==> src/rtl/sync_fifo_flags.sv <==
// Single-clock FIFO with selectable first-word-fall-through output, a fill
// level, programmable almost-full/almost-empty flags and sticky
// overflow/underflow error flags.
//
// Handshake: a write is taken on a rising edge when i_wr_en is high and
// o_full is low. A read is taken on a rising edge when i_rd_en is high and
// o_empty is low. Both flags come from the count register at the start of
// the cycle, so a full FIFO refuses a write even if a read is taken on the
// same edge, and an empty FIFO refuses a read even if a write is taken.
// Refused requests leave pointers, count and memory untouched. They only
// set the matching sticky error flag.
module sync_fifo_flags #(
    parameter int DATA_WIDTH = 8,
    parameter int FIFO_DEPTH = 16,
    parameter int ADDR_WIDTH = $clog2(FIFO_DEPTH),
    parameter int AF_THRESH  = FIFO_DEPTH - 4,
    parameter int AE_THRESH  = 4,
    parameter bit FWFT       = 1'b0
) (
    input  logic                  i_clk,
    input  logic                  i_rst,
    input  logic                  i_wr_en,
    input  logic [DATA_WIDTH-1:0] i_data_in,
    input  logic                  i_rd_en,
    input  logic                  i_clr_err,
    output logic [DATA_WIDTH-1:0] o_data_out,
    output logic                  o_valid,
    output logic                  o_full,
    output logic                  o_empty,
    output logic                  o_almost_full,
    output logic                  o_almost_empty,
    output logic [ADDR_WIDTH:0]   o_count,
    output logic                  o_overflow,
    output logic                  o_underflow
);

    localparam logic [ADDR_WIDTH:0] DEPTH_C = (ADDR_WIDTH + 1)'(FIFO_DEPTH);
    localparam logic [ADDR_WIDTH:0] AF_C    = (ADDR_WIDTH + 1)'(AF_THRESH);
    localparam logic [ADDR_WIDTH:0] AE_C    = (ADDR_WIDTH + 1)'(AE_THRESH);

    logic [DATA_WIDTH-1:0] mem [FIFO_DEPTH];
    logic [ADDR_WIDTH-1:0] wr_ptr;
    logic [ADDR_WIDTH-1:0] rd_ptr;
    logic [ADDR_WIDTH:0]   count;
    logic                  full;
    logic                  empty;
    logic                  wr_acc;
    logic                  rd_acc;

    // The status outputs are all decodes of the count register.
    assign full           = (count == DEPTH_C);
    assign empty          = (count == '0);
    assign wr_acc         = i_wr_en && !full;
    assign rd_acc         = i_rd_en && !empty;

    assign o_full         = full;
    assign o_empty        = empty;
    assign o_almost_full  = (count >= AF_C);
    assign o_almost_empty = (count <= AE_C);
    assign o_count        = count;

    // Storage is not reset. Stale words are never shown because reads are
    // gated by the count.
    always_ff @(posedge i_clk) begin
        if (wr_acc) begin
            mem[wr_ptr] <= i_data_in;
        end
    end

    // The pointers wrap naturally because the depth is a power of two.
    always_ff @(posedge i_clk) begin
        if (i_rst) begin
            wr_ptr <= '0;
            rd_ptr <= '0;
        end else begin
            if (wr_acc) begin
                wr_ptr <= wr_ptr + 1'b1;
            end
            if (rd_acc) begin
                rd_ptr <= rd_ptr + 1'b1;
            end
        end
    end

    // The fill level moves only when exactly one side is accepted.
    always_ff @(posedge i_clk) begin
        if (i_rst) begin
            count <= '0;
        end else begin
            case ({wr_acc, rd_acc})
                2'b10:   count <= count + 1'b1;
                2'b01:   count <= count - 1'b1;
                default: count <= count;
            endcase
        end
    end

    // Sticky error flags. The set term is written last so that it wins over
    // a clear in the same cycle.
    always_ff @(posedge i_clk) begin
        if (i_rst) begin
            o_overflow  <= 1'b0;
            o_underflow <= 1'b0;
        end else begin
            if (i_clr_err) begin
                o_overflow  <= 1'b0;
                o_underflow <= 1'b0;
            end
            if (i_wr_en && full) begin
                o_overflow <= 1'b1;
            end
            if (i_rd_en && empty) begin
                o_underflow <= 1'b1;
            end
        end
    end

    generate
        if (FWFT) begin : g_fwft
            // The head word is shown straight from the array. It is forced to
            // zero while empty so that reset and idle output stays defined.
            assign o_data_out = empty ? '0 : mem[rd_ptr];
            assign o_valid    = !empty;
        end else begin : g_std
            logic [DATA_WIDTH-1:0] data_q;
            logic                  valid_q;

            // Registered read. Data is valid for one cycle after each
            // accepted read, and it holds its value otherwise.
            always_ff @(posedge i_clk) begin
                if (i_rst) begin
                    data_q  <= '0;
                    valid_q <= 1'b0;
                end else begin
                    valid_q <= rd_acc;
                    if (rd_acc) begin
                        data_q <= mem[rd_ptr];
                    end
                end
            end

            assign o_data_out = data_q;
            assign o_valid    = valid_q;
        end
    endgenerate

endmodule
==> config.mk <==
export PLATFORM = sky130hd
export DESIGN_NAME = sync_fifo_flags
export DESIGN_NICKNAME = d
export VERILOG_FILES = /design/src/rtl/sync_fifo_flags.sv
export SDC_FILE = /design/constraint.sdc
export NUM_CORES = 1
export LEC_CHECK = 0
export ABC_AREA = 1
export CORE_ASPECT_RATIO = 0.7
export CORE_MARGIN = 8
export CORE_UTILIZATION = 50
export DETAILED_ROUTE_END_ITERATION = 12
export PLACE_DENSITY = 0.78
export SLEW_MARGIN = 20
export SYNTH_ARGS = -nofsm -noshare
export SYNTH_HDL_FRONTEND = slang
export SYNTH_SLANG_ARGS = --single-unit
==> constraint.sdc <==
create_clock -name i_clk -period 1.9 [get_ports i_clk]
set_input_delay 0.285 -clock i_clk [delete_from_list [all_inputs] [get_ports i_clk]]
set_output_delay 0.285 -clock i_clk [all_outputs]
set_load 0.005 [all_outputs]
==> flow_summary.toml, run 1 <==
[worst_hold_path]
hold_class = "flop to flop"
min_to = "o_overflow$_SDFFE_PP0P_"
hold_depth = 2
worstHoldStart = "o_overflow$_SDFFE_PP0P_"

[global_routing]
track_usage_pct = 19.6
grt_pass1_vias = 4929
grt_pass1_wl_mm = 25.8
antenna_found_initial = 0
grt_max_degree = 48
grt_overflow_total = 0

[die]
coreArea_um2 = 13100
initial_core_util_pct = 51.1
die_y_um = 113
rows = 35
die_area_um2 = 17400
num_io_pins = 33
die_w_um = 154

[placed_design]
dpl_cell_area_um2 = 7470
port_buffers = 32
gp_congestion = 0.865
place_hpwl_mm = 11.0
dp.cells = 905
dp_slack_ps = -186

[cells_and_area]
drive_gt1_share_pct = 13.9
nNetsFinal = 780
fin_cells = 938
final_core_util_pct = 61.9
area_delta_synth_final_pct = 21.2
antenna_cells = 0
final_cell_area_um2 = 8100

[routing]
vias = 4951
postRouteAntennaNets = 0
drc = 0
drt_iter0_markers = 562
wirelength_mm = 16.3
viasPerCell = 5.28
wl_per_cell_um = 17.3
dr.pass1.iters = 7

[yosys]
synth.top_cell.area_share_pct = 57.5
synthTopCellsByArea = "edfxtp_1 (57%), nand2_1 (11%), dfxtp_1 (7.2%), nand3_1 (7.1%), inv_1 (5.3%)"
syn_nets = 707
synth.cell_area_um2 = 6690
synth_enable_flop_cells = 128
synth_area_per_cell_um2 = 9.75
synth_cell_types = 25
yosysTopAreaCell = "edfxtp_1"
yosysSeqAreaShare_pct = 64.7
synth-warning-count = 0
synthTopCellsByCount = "nand2_1 (204), edfxtp_1 (128), nand3_1 (95)"
ys.flop_type = "edfxtp_1"
netlist_instances = 686
synth-seq-cells = 152
yosys.cell_count.top_type = "nand2_1"
synthArstFlopShare_pct = 0

[cts]
h-tree-depth = 4
cts_made_buffers = 17
cts_tree = "yes"
cts_hold_buffers = 0
cts_num_sinks = 152
cts_root_buffer = "clkbuf_16"
clock_path_buffers = 2
clkSlewWorstSetupHoldPaths_ps = 70
clk_latency_ps = 420

[pwr]
powerDensity_nw_per_um2 = 1300
ir_worst_vdd_v = 0.000675
p_leak_uw = 0.00345

[setup_path]
r2r-end = "o_count[2]$_SDFFE_PP0P_"
path_class = "flop to flop"
worstPathCellList = "inv_2, nand2_4, nor2_4, nand3_2, nand2_4, inv_4, ha_4, xor2_2, ha_2, inv_2, nand2_2, xor2_1, o21ai_1, inv_1"
crit_arrival_ps = 2200
worstSetupEndpointType = "flop"
slowest_stage = "dfxtp_2"
path_buf_inv = 4
cp-start-kind = "flop"
crit_required_ps = 2220
max_stage_delay_ps = 320
crit_fanout = 3
reg2reg_depth = 14
crit_family = "simple AND/OR/NAND/NOR gates"
r2r_start = "o_count[0]$_SDFFE_PP0P_"
rrSetupSlack_ps = 20

[outcome]
status = "finished clean"

[sta]
relSlewSlack_pct = 63.3
fin_ws_ps = 16.0
rsz0062_at_grt = "yes"
fin_skew_ps = 8.70
fin_crit_sh_pct = 99.2
fmax_ghz = 0.531
worst_pin_slew_ps = 548
hold_viol = 0
period_needed_ps = 1880
final-setup-viol-count = 0
holdWs_ps = 473
slew_viol_final = 0

[run]
drv_cap = 0
area by class of cell:
class | count | area, µm²
timing repair buffer | 83 | 723
fill | 1026 | 4990
clock inverter | 15 | 175
inverter | 101 | 382
tap | 166 | 208
multi-input combinational | 404 | 1860
clock buffer | 17 | 425
sequential | 152 | 4330
tightest hold or removal path, stage by stage, from the launching register on:
cell	delay, ps
dfxtp_1	320
nand2_1	60
a21oi_1	50
flip-flops by register name (all words and copies together) (netlist names):
register     count
mem            128
o_count          5
rd_ptr           4
wr_ptr           4
o_underflow      1
o_valid          1
o_overflow       1
o_data_out       8
worst max-delay path by stage:
stage	startpoint	cells past startpoint	endpoint	slack [ps]
2_1_floorplan	o_count[1]$_SDFFE_PP0P_	18	o_count[4]$_SDFFE_PP0P_	-80
5_1_grt	o_count[0]$_SDFFE_PP0P_	14	o_count[2]$_SDFFE_PP0P_	-90
3_5_place_dp	i_rd_en	14	o_count[3]$_SDFFE_PP0P_	-190
4_1_cts	o_count[0]$_SDFFE_PP0P_	14	o_count[2]$_SDFFE_PP0P_	10
3_3_place_gp	i_rd_en	14	o_count[4]$_SDFFE_PP0P_	-130
6_report	o_count[0]$_SDFFE_PP0P_	14	o_count[2]$_SDFFE_PP0P_	20
cell families (layout without fill, tap and decap cells):
group,count (synthesis),after routing,share of synthesized area (%)
xor gates and xnor gates,5,5,0.655
DFF,152,152,64.7
buffers and inverters,130,216,8.22
and+or+nand+nor,357,357,22.3
adders and majority gates,8,8,1.50
AOI/OAI and AO/OA,34,34,2.68
metal layers:
metal	GRT usage (%)	vias up	share of wire, %	wire length (µm)
met5	0	-	0	0
met4	6.38	0	1.1	175
met3	5.45	26	9.2	1490
met2	29.7	217	45	7390
met1	26.7	2351	44	7210
li1	-	2357	-	-
placed cells by master (no fill, tap or decap):
master	count
nand2_1	201
edfxtp_1	128
nand3_1	94
inv_1	92
nor2_1	51
buf_4	49
clkdlybuf4s50_1	28
dfxtp_1	20
clkbuf_16	17
a21oi_1	12
o21ai_1	10
o21ai_0	9
inv_2	6
ha_1	6
nand2_2	5
clkinv_1	5
xor2_1	4
clkinvlp_4	4
inv_6	4
dfxtp_2	4
dlygate4sd2_1	4
nand3_2	3
bufinv_16	3
nand2_4	2
buf_12	2
nor2_4	1
inv_4	1
xor2_2	1
a211oi_1	1
a21boi_2	1
a21oi_2	1
ha_4	1
ha_2	1
clkinv_4	1
timing repair:
action,CTS,global route
resized for setup,7,9
endpoints found under the hold margin,0,0
setup buffers,0,1
pin swaps,0,4
setup endpoints to repair,6,3
power breakdown:
group / internal [µW] / switching [µW]
combinational: 1250 / 1930
clock: 2070 / 1350
sequential: 3840 / 121
stage by stage:
step,total power (µW),setup TNS (ps)
after global routing,11100,-242
final,10600,0
after floorplan,5910,-143
after detailed placement,7110,-854
after CTS,10500,0
after global placement,7050,-282
Note: power is estimated with default switching activity, not from simulation.
==> run 2: changes to the inputs <==
- CTS_BUF_LIST: default -> sky130_fd_sc_hd__clkbuf_8
==> flow_summary.toml, run 2 (synthesized netlist as in run 1, its figures left out) <==
[routing]
drt_iter0_markers = 608
drc = 0
postRouteAntennaNets = 0
wl_per_cell_um = 17.1
vias = 4953
wirelength_mm = 16.1
dr.pass1.iters = 7
viasPerCell = 5.28

[cells_and_area]
nNetsFinal = 780
multiInputGateArea_um2 = 1860
regMostFlops = "mem"
final_cell_area_um2 = 7910
area_delta_synth_final_pct = 18.4
final_common_cell = "nand2_1"
drive_gt1_share_pct = 14.0
largest_reg_flops = 128
layout_common_cells = "nand2_1 (201), edfxtp_1 (128), nand3_1 (94), inv_1 (92), nor2_1 (51)"
antenna_cells = 0
nFillCells = 1050
regArea_um2 = 4330

[placed_design]
dp_slack_ps = -186
gp_congestion = 0.865
dpl_cell_area_um2 = 7470
port_buffers = 32
place_hpwl_mm = 11.0

[die]
initial_core_util_pct = 51.1
rows = 35
die_w_um = 154
die_y_um = 113
die_area_um2 = 17400
num_io_pins = 33
coreArea_um2 = 13100

[setup_path]
reg2reg_depth = 17
r2r-end = "o_count[4]$_SDFFE_PP0P_"
rrSetupSlack_ps = 50
crit_fanout = 3
cp-start-kind = "flop"
r2r_start = "o_count[0]$_SDFFE_PP0P_"
path_class = "flop to flop"
crit_required_ps = 2290
worstSetupEndpointType = "flop"
crit_arrival_ps = 2240

[sta]
period_needed_ps = 1850
slew_viol_final = 0
final-setup-viol-count = 0
fin_skew_ps = 10.4
fin_ws_ps = 50.0
worst_pin_slew_ps = 548
hold_viol = 0
fin_crit_sh_pct = 97.4
holdWs_ps = 451
relSlewSlack_pct = 63.2
fin_tns_setup_ps = 0
rsz0062_at_grt = "yes"
fmax_ghz = 0.541

[pwr]
ir_worst_vdd_v = 0.000541
powerDensity_nw_per_um2 = 1220
p_leak_uw = 0.00336

[global_routing]
antenna_found_initial = 0
grt_max_degree = 48
grt_pass1_vias = 4864
track_usage_pct = 19.4
grt_overflow_total = 0
grt_pass1_wl_mm = 25.6

[cts]
clk_latency_ps = 450
cts_hold_buffers = 0
clock_path_buffers = 2
cts_tree = "yes"
cts_num_sinks = 152
cts_made_buffers = 17
h-tree-depth = 4
cts_root_buffer = "clkbuf_8"
clkSlewWorstSetupHoldPaths_ps = 90

[worst_hold_path]
hold_class = "input pin to flop"
worstHoldStart = "i_wr_en"
hold_depth = 3
min_to = "o_overflow$_SDFFE_PP0P_"

[outcome]
status = "finished clean"

[run]
drv_cap = 0
run 2: cell counts in the layout (fill, tap and decap cells not counted):
Identical to the previous run, type by type.
run 2: worst max-delay path by stage:
| stage | start | to | slack, ps | depth (start not counted) |
|---|---|---|---|---|
| floorplan | o_count[1]$_SDFFE_PP0P_ | o_count[4]$_SDFFE_PP0P_ | -80 | 18 |
| detailed placement | i_rd_en | o_count[3]$_SDFFE_PP0P_ | -190 | 14 |
| finish | o_count[0]$_SDFFE_PP0P_ | o_count[4]$_SDFFE_PP0P_ | 50 | 17 |
| global route | o_count[0]$_SDFFE_PP0P_ | o_count[4]$_SDFFE_PP0P_ | -90 | 17 |
| CTS | o_count[0]$_SDFFE_PP0P_ | o_count[4]$_SDFFE_PP0P_ | 20 | 17 |
| global placement | i_rd_en | o_count[4]$_SDFFE_PP0P_ | -130 | 14 |
run 2: final cells by class:
cell class / instances / share of cell area [%]
Inverter: 101 / 4.82
Clock inverter: 15 / 2.21
Tap cell: 166 / 2.62
Timing Repair Buffer: 83 / 9.14
Multi-Input combinational cell: 404 / 23.5
Sequential cell: 152 / 54.7
Clock buffer: 17 / 2.96
run 2: metal layers:
layer	wire length, µm	part of all wire (%)	vias up	track usage [%]
met3	1630	10	26	4.68
met1	6960	43	2336	26.5
met4	225	1.4	0	6.83
met2	7270	45	235	29.8
met5	0	0	-	0
li1	-	-	2356	-
run 2: worst max-delay path: stages, from the launching register on:
cell and delay, ps:
dfxtp_2 330, inv_2 70, nand2_4 60, nor2_4 100
nand3_2 100, nand2_4 100, inv_4 40, ha_4 170
xor2_2 150, ha_2 190, inv_2 30, nand2_2 70
nand3_2 70, nand2_1 60, nand2_1 40, nand2_1 50
nand2_1 50, a21oi_1 100
run 2: per-stage QoR:
step           power [µW]  util (%)  cells
2_1_floorplan        5910         -    686
3_3_place_gp         7050      57.0    905
3_5_place_dp         7110      57.0    905
4_1_cts              9610      60.2    937
5_1_grt             10200      60.4    938
6_report             9690      60.4    938
run 2: repair_timing:
item                                    CTS  global route
setup buffers                             0             1
pin swaps                                 0             4
cloned                                    0             0
resized for setup                         7            10
endpoints found under the setup margin    6             3
run 2: where the power goes:
group / total (µW) / switching [µW] / internal [µW] / leakage [µW]
registers: 3950 / 120 / 3830 / 0.00135
logic: 3180 / 1920 / 1260 / 0.00182
clock network: 2560 / 1260 / 1300 / 0.000192
total: 9690 / 3300 / 6390 / 0.00336
==> run 3: changes to the inputs <==
- CAP_MARGIN: default -> 40
==> results of run 3 <==
The final DEF is identical to that of run 2; final timing and power are the same.
